## config.mk

```make
export PLATFORM = sky130hd
export DESIGN_NAME = lza_norm_sched
export DESIGN_NICKNAME = d
export VERILOG_FILES = /design/src/rtl/lza_norm_sched.sv
export SDC_FILE = /design/constraint.sdc
export NUM_CORES = 1
export LEC_CHECK = 0
export BUFFER_PORTS_ARGS = -buffer_cell sky130_fd_sc_hd__buf_2
export CAP_MARGIN = 20
export CORE_MARGIN = 1
export CORE_UTILIZATION = 50
export DETAILED_ROUTE_END_ITERATION = 12
export PLACE_DENSITY = 0.72
export SLEW_MARGIN = 30
export SYNTH_ARGS = -nofsm -noshare
export SYNTH_HDL_FRONTEND = slang
export SYNTH_HIERARCHICAL = 1
export SYNTH_SLANG_ARGS = --single-unit
export TNS_END_PERCENT = 5
```

## constraint.sdc

```tcl
create_clock -name i_clk -period 7.99 [get_ports i_clk]
set_input_delay 0.3995 -clock i_clk [delete_from_list [all_inputs] [get_ports i_clk]]
set_output_delay 0.3995 -clock i_clk [all_outputs]
set_load 0.01 [all_outputs]
```

## src/rtl/lza_norm_sched.sv

```systemverilog
// Two-requester round-robin front end sharing one LZA and one left shifter to normalize a-b.
// Optional arbitration stall counter: define LZA_NORM_SCHED_STALL_CNT_EN.

module lza37 #(
  parameter int W = 37
) (
  input  logic [W-1:0] a_i,
  input  logic [W-1:0] b_i,
  output logic [5:0]   lza_num_o,
  output logic         correct_sel_o
);
  logic [W-1:0] t_w;
  logic [W-1:0] z_sh;
  logic [W-1:0] e_sh;
  logic [W-1:0] f_w;

  // One-sided indicator (a >= b): the predicted leading one is the top differing bit whose
  // lower neighbour is not a borrow (a=0,b=1); it is exact or one position too high.
  always_comb begin
    t_w           = a_i ^ b_i;
    z_sh          = {~a_i[W-2:0] & b_i[W-2:0], 1'b0};
    e_sh          = {~t_w[W-2:0], 1'b0};
    f_w           = t_w & ~z_sh;
    lza_num_o     = '0;
    correct_sel_o = 1'b0;
    for (int i = 0; i < W; i++) begin
      if (f_w[i]) begin
        lza_num_o     = 6'(W - 1 - i);
        correct_sel_o = e_sh[i];
      end
    end
  end
endmodule

module lshift37 #(
  parameter int W = 37
) (
  input  logic [W-1:0] data_i,
  input  logic [5:0]   shamt_i,
  output logic [W-1:0] data_o
);
  assign data_o = data_i << shamt_i;
endmodule

module lza_norm_sched #(
  parameter int LZA_WIDTH = 37
) (
  input  logic                 i_clk,
  input  logic                 i_rst,
  input  logic [1:0]           i_req_valid,
  output logic [1:0]           o_req_ready,
  input  logic [LZA_WIDTH-1:0] i_op_a0,
  input  logic [LZA_WIDTH-1:0] i_op_b0,
  input  logic [LZA_WIDTH-1:0] i_op_a1,
  input  logic [LZA_WIDTH-1:0] i_op_b1,
  output logic                 o_valid,
  input  logic                 i_ready,
  output logic [LZA_WIDTH-1:0] o_mant,
  output logic [5:0]           o_shamt,
  output logic                 o_zero,
  output logic                 o_id,
  output logic [15:0]          o_stall_cnt
);
  typedef enum logic [2:0] {IDLE, CALC, SHIFT, CORR, OUT} state_t;

  state_t               state_q, state_d;
  logic                 ptr_q, ptr_d;
  logic                 id_q, id_d;
  logic [LZA_WIDTH-1:0] a_q, a_d;
  logic [LZA_WIDTH-1:0] b_q, b_d;
  logic [LZA_WIDTH-1:0] diff_q, diff_d;
  logic [5:0]           lza_q, lza_d;
  logic [LZA_WIDTH-1:0] mant_q, mant_d;
  logic [5:0]           shamt_q, shamt_d;
  logic                 zero_q, zero_d;

  logic [1:0]           grant;
  logic                 hs;
  logic [5:0]           lza_num;
  logic                 unused_correct_sel;
  logic [LZA_WIDTH-1:0] sh_in;
  logic [5:0]           sh_amt;
  logic [LZA_WIDTH-1:0] sh_out;

  lza37 #(.W(LZA_WIDTH)) u_lza (
    .a_i           (a_q),
    .b_i           (b_q),
    .lza_num_o     (lza_num),
    .correct_sel_o (unused_correct_sel)
  );

  lshift37 #(.W(LZA_WIDTH)) u_shift (
    .data_i  (sh_in),
    .shamt_i (sh_amt),
    .data_o  (sh_out)
  );

  always_comb begin
    grant = 2'b00;
    if (state_q == IDLE && !i_rst) begin
      if (i_req_valid == 2'b11) grant = ptr_q ? 2'b10 : 2'b01;
      else                      grant = i_req_valid;
    end
  end

  assign o_req_ready = grant;
  assign hs          = |(i_req_valid & grant);

  always_comb begin
    state_d = state_q;
    ptr_d   = ptr_q;
    id_d    = id_q;
    a_d     = a_q;
    b_d     = b_q;
    diff_d  = diff_q;
    lza_d   = lza_q;
    mant_d  = mant_q;
    shamt_d = shamt_q;
    zero_d  = zero_q;
    sh_in   = diff_q;
    sh_amt  = lza_q;
    case (state_q)
      IDLE: begin
        if (hs) begin
          id_d    = grant[1];
          a_d     = grant[1] ? i_op_a1 : i_op_a0;
          b_d     = grant[1] ? i_op_b1 : i_op_b0;
          ptr_d   = ~grant[1];
          state_d = CALC;
        end
      end
      CALC: begin
        diff_d = a_q - b_q;
        lza_d  = lza_num;
        if (a_q == b_q) begin
          zero_d  = 1'b1;
          mant_d  = '0;
          shamt_d = '0;
          state_d = OUT;
        end else begin
          zero_d  = 1'b0;
          state_d = SHIFT;
        end
      end
      SHIFT: begin
        mant_d  = sh_out;
        shamt_d = lza_q;
        state_d = sh_out[LZA_WIDTH-1] ? OUT : CORR;
      end
      // The LZA overshoots by at most one position, so a single extra shift always normalizes.
      CORR: begin
        sh_in   = mant_q;
        sh_amt  = 6'd1;
        mant_d  = sh_out;
        shamt_d = shamt_q + 6'd1;
        state_d = OUT;
      end
      OUT: begin
        if (i_ready) state_d = IDLE;
      end
      default: state_d = IDLE;
    endcase
  end

  always_ff @(posedge i_clk) begin
    if (i_rst) begin
      state_q <= IDLE;
      ptr_q   <= 1'b0;
      id_q    <= 1'b0;
      a_q     <= '0;
      b_q     <= '0;
      diff_q  <= '0;
      lza_q   <= '0;
      mant_q  <= '0;
      shamt_q <= '0;
      zero_q  <= 1'b0;
    end else begin
      state_q <= state_d;
      ptr_q   <= ptr_d;
      id_q    <= id_d;
      a_q     <= a_d;
      b_q     <= b_d;
      diff_q  <= diff_d;
      lza_q   <= lza_d;
      mant_q  <= mant_d;
      shamt_q <= shamt_d;
      zero_q  <= zero_d;
    end
  end

  assign o_valid = (state_q == OUT) && !i_rst;
  assign o_mant  = mant_q;
  assign o_shamt = shamt_q;
  assign o_zero  = zero_q;
  assign o_id    = id_q;

`ifdef LZA_NORM_SCHED_STALL_CNT_EN
  logic [15:0] stall_q, stall_d;

  always_comb begin
    stall_d = stall_q;
    if (|i_req_valid && !hs && stall_q != 16'hFFFF) stall_d = stall_q + 16'd1;
  end

  always_ff @(posedge i_clk) begin
    if (i_rst) stall_q <= '0;
    else       stall_q <= stall_d;
  end

  assign o_stall_cnt = stall_q;
`else
  assign o_stall_cnt = 16'd0;
`endif

  a_ready_onehot: assert property (@(posedge i_clk) disable iff (i_rst) $onehot0(o_req_ready));
  a_shamt_range:  assert property (@(posedge i_clk) disable iff (i_rst)
                    o_valid |-> (o_shamt <= 6'(LZA_WIDTH - 1)));
  a_normalized:   assert property (@(posedge i_clk) disable iff (i_rst)
                    (o_valid && !o_zero) |-> o_mant[LZA_WIDTH-1]);
  a_hold_stable:  assert property (@(posedge i_clk) disable iff (i_rst)
                    (o_valid && !i_ready) |=> (o_valid && $stable({o_mant, o_shamt, o_zero, o_id})));
endmodule

```

# Yosys cells after proc, flatten, opt, wreduce, memory -nomap -nowiden
# Index checks and enable logic that the tools add are counted.
[totals]
register_bits = 166
in_bits = 153
out_inout_bits = 64
wordCells = 95
[op_classes]
n_addsub = 2
eq_ne = 9
shifts = 1
mux = 54
n_bitwise = 7
reduce_logical = 12
[op_table]
columns = ["op", "n"]
rows = [
  ["$mux 6", 39],
  ["$mux 37", 4],
  ["$pmux 37 s2", 1],
  ["$and 37x37->37", 1],
  ["$eq 37x37->1", 1],
  ["$not 37->37", 1],
  ["$shl 37x6->37", 1],
  ["$sub 37x37->37", 1],
  ["$xor 37x37->37", 1],
  ["$and 36x36->36", 1],
  ["$not 36->36", 1],
  ["$pmux 6 s3", 1],
  ["$pmux 3 s5", 1],
  ["$mux 3", 4],
  ["$reduce_and 2->1", 4],
  ["$add 6x1->6 const B", 1],
  ["$eq 3x2->1 const B", 2],
  ["$mux 2", 3],
  ["$ne 2x2->1 const B", 3],
  ["$reduce_or 2->1", 2],
  ["$eq 3x1->1 const B", 1],
  ["$eq 3x3->1 const B", 1],
  ["$logic_not 3->1", 1],
  ["$reduce_bool 3->1", 1],
  ["7 further kinds", 8],
]

# Depth between registers and ports, before layout
# Gate-level depths: netlist (run 1).
[logic_depth]
ltp_word = 41
depth_mapped = 16
mapped_depth_nobuf = 11

# By module
# The synthesis (run 1) kept the hierarchy.
[modules_own_cells]
columns = ["mod", "instances", "cells_per_inst", "area_each_um2", "seq_area_each_um2"]
rows = [
  ["lza_norm_sched", 1, 1020, 8948.6, 3323.2],
  ["lshift37", 1, 234, 2035.7, 0.0],
  ["lza37", 1, 245, 1632.8, 0.0],
]

# Least setup slack after synthesis (run 1)
# OpenSTA, ideal clock, no wires.
[synth_path]
path_type = "flip-flop to flip-flop"
start = "register state_q[2]"
end = "register state_q[0]"
arrival_time_ps = 3092
required_ps = 7876
setup_slack_ps = 4784
path_stages_with_launch = 11
synth_period_minus_slack_ps = 3206
path_cell_list = "dfxtp_1 > clkbuf_1 > nand3b_1 > clkbuf_1 > mux2_2 > mux4_1 > mux2_2 > o21ai_0 > o211ai_1 > nand2b_1 > a2111oi_0"
[synth_between]
word_cells_on_any_way = 17
cone_classes = "eq/ne (6); shift (1); mux (5); bitwise (1); reduce/logical (4)"
[synth_lines]
columns = ["item", "line", "text"]
rows = [
  ["start, declared", "66", "state_t state_q, state_d;"],
  ["start signal, assigned", "178", "state_q <= state_d;"],
  ["$eq 3x2->1", "122", "case (state_q)"],
  ["$mux 37", "122", ""],
  ["net sh_in[15]", "81", "logic [LZA_WIDTH-1:0] sh_in;"],
  ["$shl 37x6->37", "42", "assign data_o = data_i << shamt_i;"],
  ["net sh_out[36]", "83", "logic [LZA_WIDTH-1:0] sh_out;"],
  ["$mux 3", "148", "state_d = sh_out[LZA_WIDTH-1] ? OUT : CORR;"],
  ["$pmux 3 s5", "122", ""],
]
# The timed path passes the listed nets, and every way through them passes these cells.
# A chain may end at the register's enable or synchronous reset.

# Worst setup path after layout (run 1)
[layout_path]
start = "register state_q[2]"
end = "register state_q[0]"
[layout_between]
word_cells_on_any_way = 17
cone_classes = "eq/ne (6); shift (1); mux (5); bitwise (1); reduce/logical (4)"
[layout_lines]
columns = ["item", "line", "text"]
rows = [
  ["$eq 3x2->1", "122", ""],
  ["$mux 6", "122", ""],
  ["net sh_amt[2]", "82", "logic [5:0] sh_amt;"],
  ["$shl 37x6->37", "42", ""],
  ["net sh_out[36]", "83", ""],
  ["$mux 3", "148", ""],
  ["$pmux 3 s5", "122", ""],
]
# The timed path passes the listed nets, and every way through them passes these cells.

==> impl_metrics.py, run 1 <==
metrics = {
    "run_status": {
        "outcome": "complete, no violations",
    },
    "clock_network": {
        "ctsHoldBuffers": 0,
        "tritoncts": "done",
        "cts_root_buf": "clkbuf_16",
        "htreeDepth": 4,
        "cts-resized-gates": 0,
        "insertion_delay_ns": 0.45,
        "path_clk_slew_ns": 0.07,
        "cts.sinks": 166,
        "cts_setup_buffers": 0,
        "max-clock-path-buffers": 2,
        "cts_buffers": 17,
    },
    "power_and_ir_drop": {
        "vdd_drop_max_v": 0.000144,
        "p_per_area_mw_per_mm2": 260,
        "leakagePower_nw": 5.92,
        "power_w": 0.00357,
    },
    "cells_and_area": {
        "final_common_cell": "buf_2",
        "register_area_mm2": 0.00332,
        "final_cell_mix": "buf_2, dfxtp_1, nor2_1, nand2_1, inv_1",
        "nFillCells": 2235,
        "nets": 1782,
        "multi_input_area_mm2": 0.00797,
        "diodes": 0,
        "drive_gt1_frac": 0.219,
        "fin_util": 0.579,
        "syn2layout_area_growth_pct": 12.7,
        "stdcell_area_mm2": 0.0137,
    },
    "sta": {
        "fin_worst_skew_ns": 0.00938,
        "setup_viol": 0,
        "final_max_slew_viol_count": 0,
        "layout_min_cycle_time_ns": 3.94,
        "timing.slew.headroom": 0.369,
        "tightest_slew_ns": 0.947,
        "grt_setup_unrepaired": "no",
        "fin_crit_sh": 0.493,
        "fmax_mhz": 254,
        "setup_tns_ns": 0,
        "hold_violations": 0,
    },
    "global_routing": {
        "globalRoute.totalOverflow": 0,
        "antenna_found_initial": 0,
        "grt_pass1_vias": 10700,
        "grt_pass1_wl_mm": 58.1,
        "grtUsageTotal": 0.303,
        "grt_max_degree": 90,
    },
    "floorplan": {
        "die_w_um": 158,
        "initial_utilization": 0.513,
        "dieArea_mm2": 0.0249,
        "pin_count": 217,
        "rows": 56,
        "core_area_mm2": 0.0237,
        "die_y_um": 158,
    },
    "flow_run": {
        "drv_cap": 0,
    },
    "worst_setup_path": {
        "slowest_stage": "and2_1",
        "required_ns": 8.32,
        "cp-end-kind": "flip-flop",
        "worstPathMaxFanout": 43,
        "critical_path_class": "flip-flop to flip-flop",
        "crit_family": "simple AND/OR/NAND/NOR gates",
        "slowest_delay_ns": 0.70,
        "r2r_setup_slack_ns": 4.05,
        "worst_ep_arrival_time_ns": 4.27,
        "crit_buf_inv": 2,
        "crit_chain": "nand3b_1 > buf_4 > and2_1 > inv_2 > mux2i_1 > or3_1 > o211ai_1 > nand2b_1 > a2111oi_0",
        "cp-start-kind": "flip-flop",
    },
    "placement": {
        "dp_hpwl_mm": 28.5,
        "place.gp.congestion": 0.970,
        "place_area_mm2": 0.0131,
        "port_buffers": 200,
    },
    "yosys": {
        "synth_warnings": 6,
        "syn_area_mm2": 0.0122,
        "avgSynthCellArea_um2": 8.51,
        "syn_inst": 1429,
    },
    "routing": {
        "wl_per_cell_um": 19.5,
        "routed_via_density": 6.17,
        "vias": 11600,
        "antenna_left": 0,
        "drc_errors": 0,
        "drtIter0Drc": 1203,
        "drt_first_pass_iters": 8,
        "wl_mm": 36.8,
    },
    "worst_hold_path": {
        "hp-class": "primary input to flip-flop",
    },
}
[power breakdown]
| part | switching, W | internal, W |
|---|---|---|
| Combinational | 0.00101 | 0.000698 |
| Clock | 0.000383 | 0.000453 |
| Sequential | 0.0000968 | 0.000927 |
| Total | 0.00149 | 0.00208 |
[worst paths after layout]
check | cells past startpoint | from | endpoint
setup / recovery | 9 | state_q[2] | state_q[0]
hold / removal | 3 | i_op_a0[16] | a_q[16]
setup reg to reg | 9 | state_q[2] | state_q[0]
hold reg to reg | 2 | diff_q[29] | diff_q[29]
[tightest hold or removal path: stages]
cell and delay [ns]:
buf_2 0.07, a222oi_1 0.07, nor2_1 0.08
[metrics by stage]
stage                     std cells  setup slack [ns]  hold slack (ns)
after global placement         1855              4.25            0.438
after floorplan                1444              4.78            0.419
final                          1887              4.05            0.204
after detailed placement       1855              4.15            0.442
after CTS                      1887              4.12            0.200
after global routing           1887              3.76            0.225
[metal layers]
layer	vias up	wire length, µm	global-route usage	share of wire
met4	0	862	0.0999	0.023
met2	513	16200	0.472	0.44
met3	59	2850	0.0394	0.078
met1	5483	16800	0.430	0.46
li1	5582	-	-	-
met5	-	0	0	0
[state kept, by name (all words and copies together) (netlist names)]
signal,cells
o_shamt,6
b_q,37
o_id,1
o_zero,1
lza_q,6
diff_q,37
ptr_q,1
o_mant,37
state_q,3
a_q,37
[layout make-up]
class / count / share of cell area
Timing Repair Buffer: 211 / 0.0793
Clock buffer: 21 / 0.0336
Clock inverter: 11 / 0.00858
Sequential cell: 166 / 0.243
Multi-Input combinational cell: 1068 / 0.582
Tap cell: 319 / 0.0291
Inverter: 91 / 0.0249
Power figures use the tool's default switching activity.
==> run 2, diff against run 1 <==
==> constraint.sdc (replaced) <==
create_clock -name i_clk -period 3.75 [get_ports i_clk]
set_input_delay 0.1875 -clock i_clk [delete_from_list [all_inputs] [get_ports i_clk]]
set_output_delay 0.1875 -clock i_clk [all_outputs]
set_load 0.01 [all_outputs]
==> run 2 against run 1 <==
Compared with the run above: wire length grew 2.2%; first-iteration DRC count shrank 6.0%; combinational power grew 120%; sequential power grew 110%; clock skew grew 0.0062 ns; die area is the same; hold slack lost 0.19 ns; flip-flop and latch count is the same; critical path type unchanged; largest cell class unchanged.
==> impl_metrics.py, run 2 (synthesis results as in run 1) <==
metrics = {
    "worst_setup_path": {
        "worstPathMaxFanout": 16,
        "crit_family": "multiplexers",
        "cp-start-kind": "flip-flop",
        "cp_common_cell": "mux2_2",
        "cp-end-kind": "flip-flop",
        "required_ns": 4.05,
        "crit_chain": "nand3b_1 > buf_4 > mux2_2 > mux4_1 > mux2_2 > o21ai_0 > o211ai_1 > nand2b_1 > a2111oi_0",
        "slowest_delay_ns": 0.57,
        "critical_path_class": "flip-flop to flip-flop",
        "worst_ep_arrival_time_ns": 3.77,
        "cp.depth": 9,
        "crit_buf_inv": 1,
        "reg2reg_depth": 9,
        "slowest_stage": "dfxtp_1",
    },
    "routing": {
        "met3_length_mm": 2.99,
        "vias": 11800,
        "drt_first_pass_iters": 8,
        "wl_mm": 37.6,
        "met2_length_mm": 16.9,
        "wl_per_cell_um": 19.6,
        "routed_via_density": 6.17,
        "drc_errors": 0,
        "antenna_left": 0,
        "top_layer": "met4",
        "drtIter0Drc": 1131,
        "wl_met1_mm": 17.0,
    },
    "clock_network": {
        "path_clk_slew_ns": 0.07,
        "insertion_delay_ns": 0.44,
        "cts_buffers": 17,
        "cts-resized-gates": 0,
        "tritoncts": "done",
        "htreeDepth": 4,
        "cts_root_buf": "clkbuf_16",
        "max-clock-path-buffers": 2,
        "cts.sinks": 166,
        "cts_setup_buffers": 0,
    },
    "sta": {
        "setup_tns_ns": 0,
        "layout_setup_ws_ns": 0.284,
        "tightest_slew_ns": 0.895,
        "timing.slew.headroom": 0.403,
        "hold_violations": 0,
        "layout_min_cycle_time_ns": 3.47,
        "setup_viol": 0,
        "final_max_slew_viol_count": 0,
        "timing.hold.ws_ns": 0.00965,
        "fin_worst_skew_ns": 0.0155,
        "grt_setup_unrepaired": "no",
        "fin_crit_sh": 0.924,
        "fmax_mhz": 289,
    },
    "floorplan": {
        "core_area_mm2": 0.0237,
        "die_w_um": 158,
        "initial_utilization": 0.513,
        "rows": 56,
        "die_y_um": 158,
        "pin_count": 217,
        "dieArea_mm2": 0.0249,
    },
    "global_routing": {
        "grtUsageTotal": 0.305,
        "grt_pass1_wl_mm": 59.0,
        "grt_pass1_vias": 10800,
        "grt_max_degree": 90,
        "antenna_found_initial": 1,
        "globalRoute.totalOverflow": 0,
    },
    "power_and_ir_drop": {
        "leakagePower_nw": 6.08,
        "vdd_drop_max_v": 0.000267,
        "p_per_area_mw_per_mm2": 555,
        "power_w": 0.00773,
    },
    "run_status": {
        "outcome": "complete, no violations",
    },
    "cells_and_area": {
        "stdcell_area_mm2": 0.0139,
        "syn2layout_area_growth_pct": 14.7,
        "drive_gt1_frac": 0.231,
        "nFillCells": 2187,
        "final_common_cell": "buf_2",
        "nets": 1811,
        "final_cell_mix": "buf_2, dfxtp_1, nor2_1, nand2_1, inv_1",
    },
    "placement": {
        "port_buffers": 200,
        "place_area_mm2": 0.0133,
        "post-place-ws_ns": 0.349,
        "place.gp.congestion": 0.965,
        "dp_hpwl_mm": 29.3,
    },
    "worst_hold_path": {
        "hold-path-cell-count": 3,
        "hp-class": "primary input to flip-flop",
    },
    "flow_run": {
        "drv_cap": 0,
    },
}
[run 2: cell count changes in the layout (fill, tap and decap cells not counted), sizes merged]
cell,previous run,this run
clkinv,4,3
diode,0,1
bufinv,1,2
buf,211,239
dlygate4sd3,0,1
inv,93,96
clkbuf,21,18
[run 2: worst paths after layout]
| kind | startpoint | endpoint | slack [ns] |
|---|---|---|---|
| setup / recovery | state_q[2] | state_q[0] | 0.28 |
| hold / removal | i_op_b0[20] | b_q[20] | 0.01 |
| setup reg to reg | state_q[2] | state_q[0] | 0.28 |
| hold reg to reg | o_zero | o_zero | 0.46 |
[run 2: final cells by class]
class	instances	area [µm²]	share of cell area
antenna	1	2.50	0.000179
clock buffer	18	429	0.0308
clock inverter	14	161	0.0116
inverter	91	342	0.0245
multi-input combinational	1068	7970	0.571
sequential	166	3320	0.238
tap	319	399	0.0286
timing repair buffer	240	1320	0.0946
[run 2: report_power, final]
group	internal, W	total (W)	switching, W
Combinational	0.00154	0.00373	0.00219
Clock	0.00100	0.00183	0.000828
Sequential	0.00198	0.00218	0.000200
[run 2: timing repair]
action                                  4_1_cts  5_1_grt
endpoints found under the setup margin        0        0
hold endpoints to repair                      1        0
hold buffers                                  1        0
[run 2: metrics by stage]
step                      cells  utilization
after CTS                  1916        0.589
after global placement     1883        0.563
after detailed placement   1883        0.563
after global routing       1916        0.589
after floorplan            1444            -
final                      1917        0.589
[run 2: tightest hold or removal path, stage by stage]
cell and delay [ns]:
buf_2 0.07, a222oi_1 0.07, nor2_1 0.08
[run 2: layer usage]
metal / global-route usage / vias up
li1: - / 5639
met1: 0.429 / 5623
met2: 0.482 / 513
met3: 0.0487 / 45
met4: 0.0828 / 0
met5: 0 / -
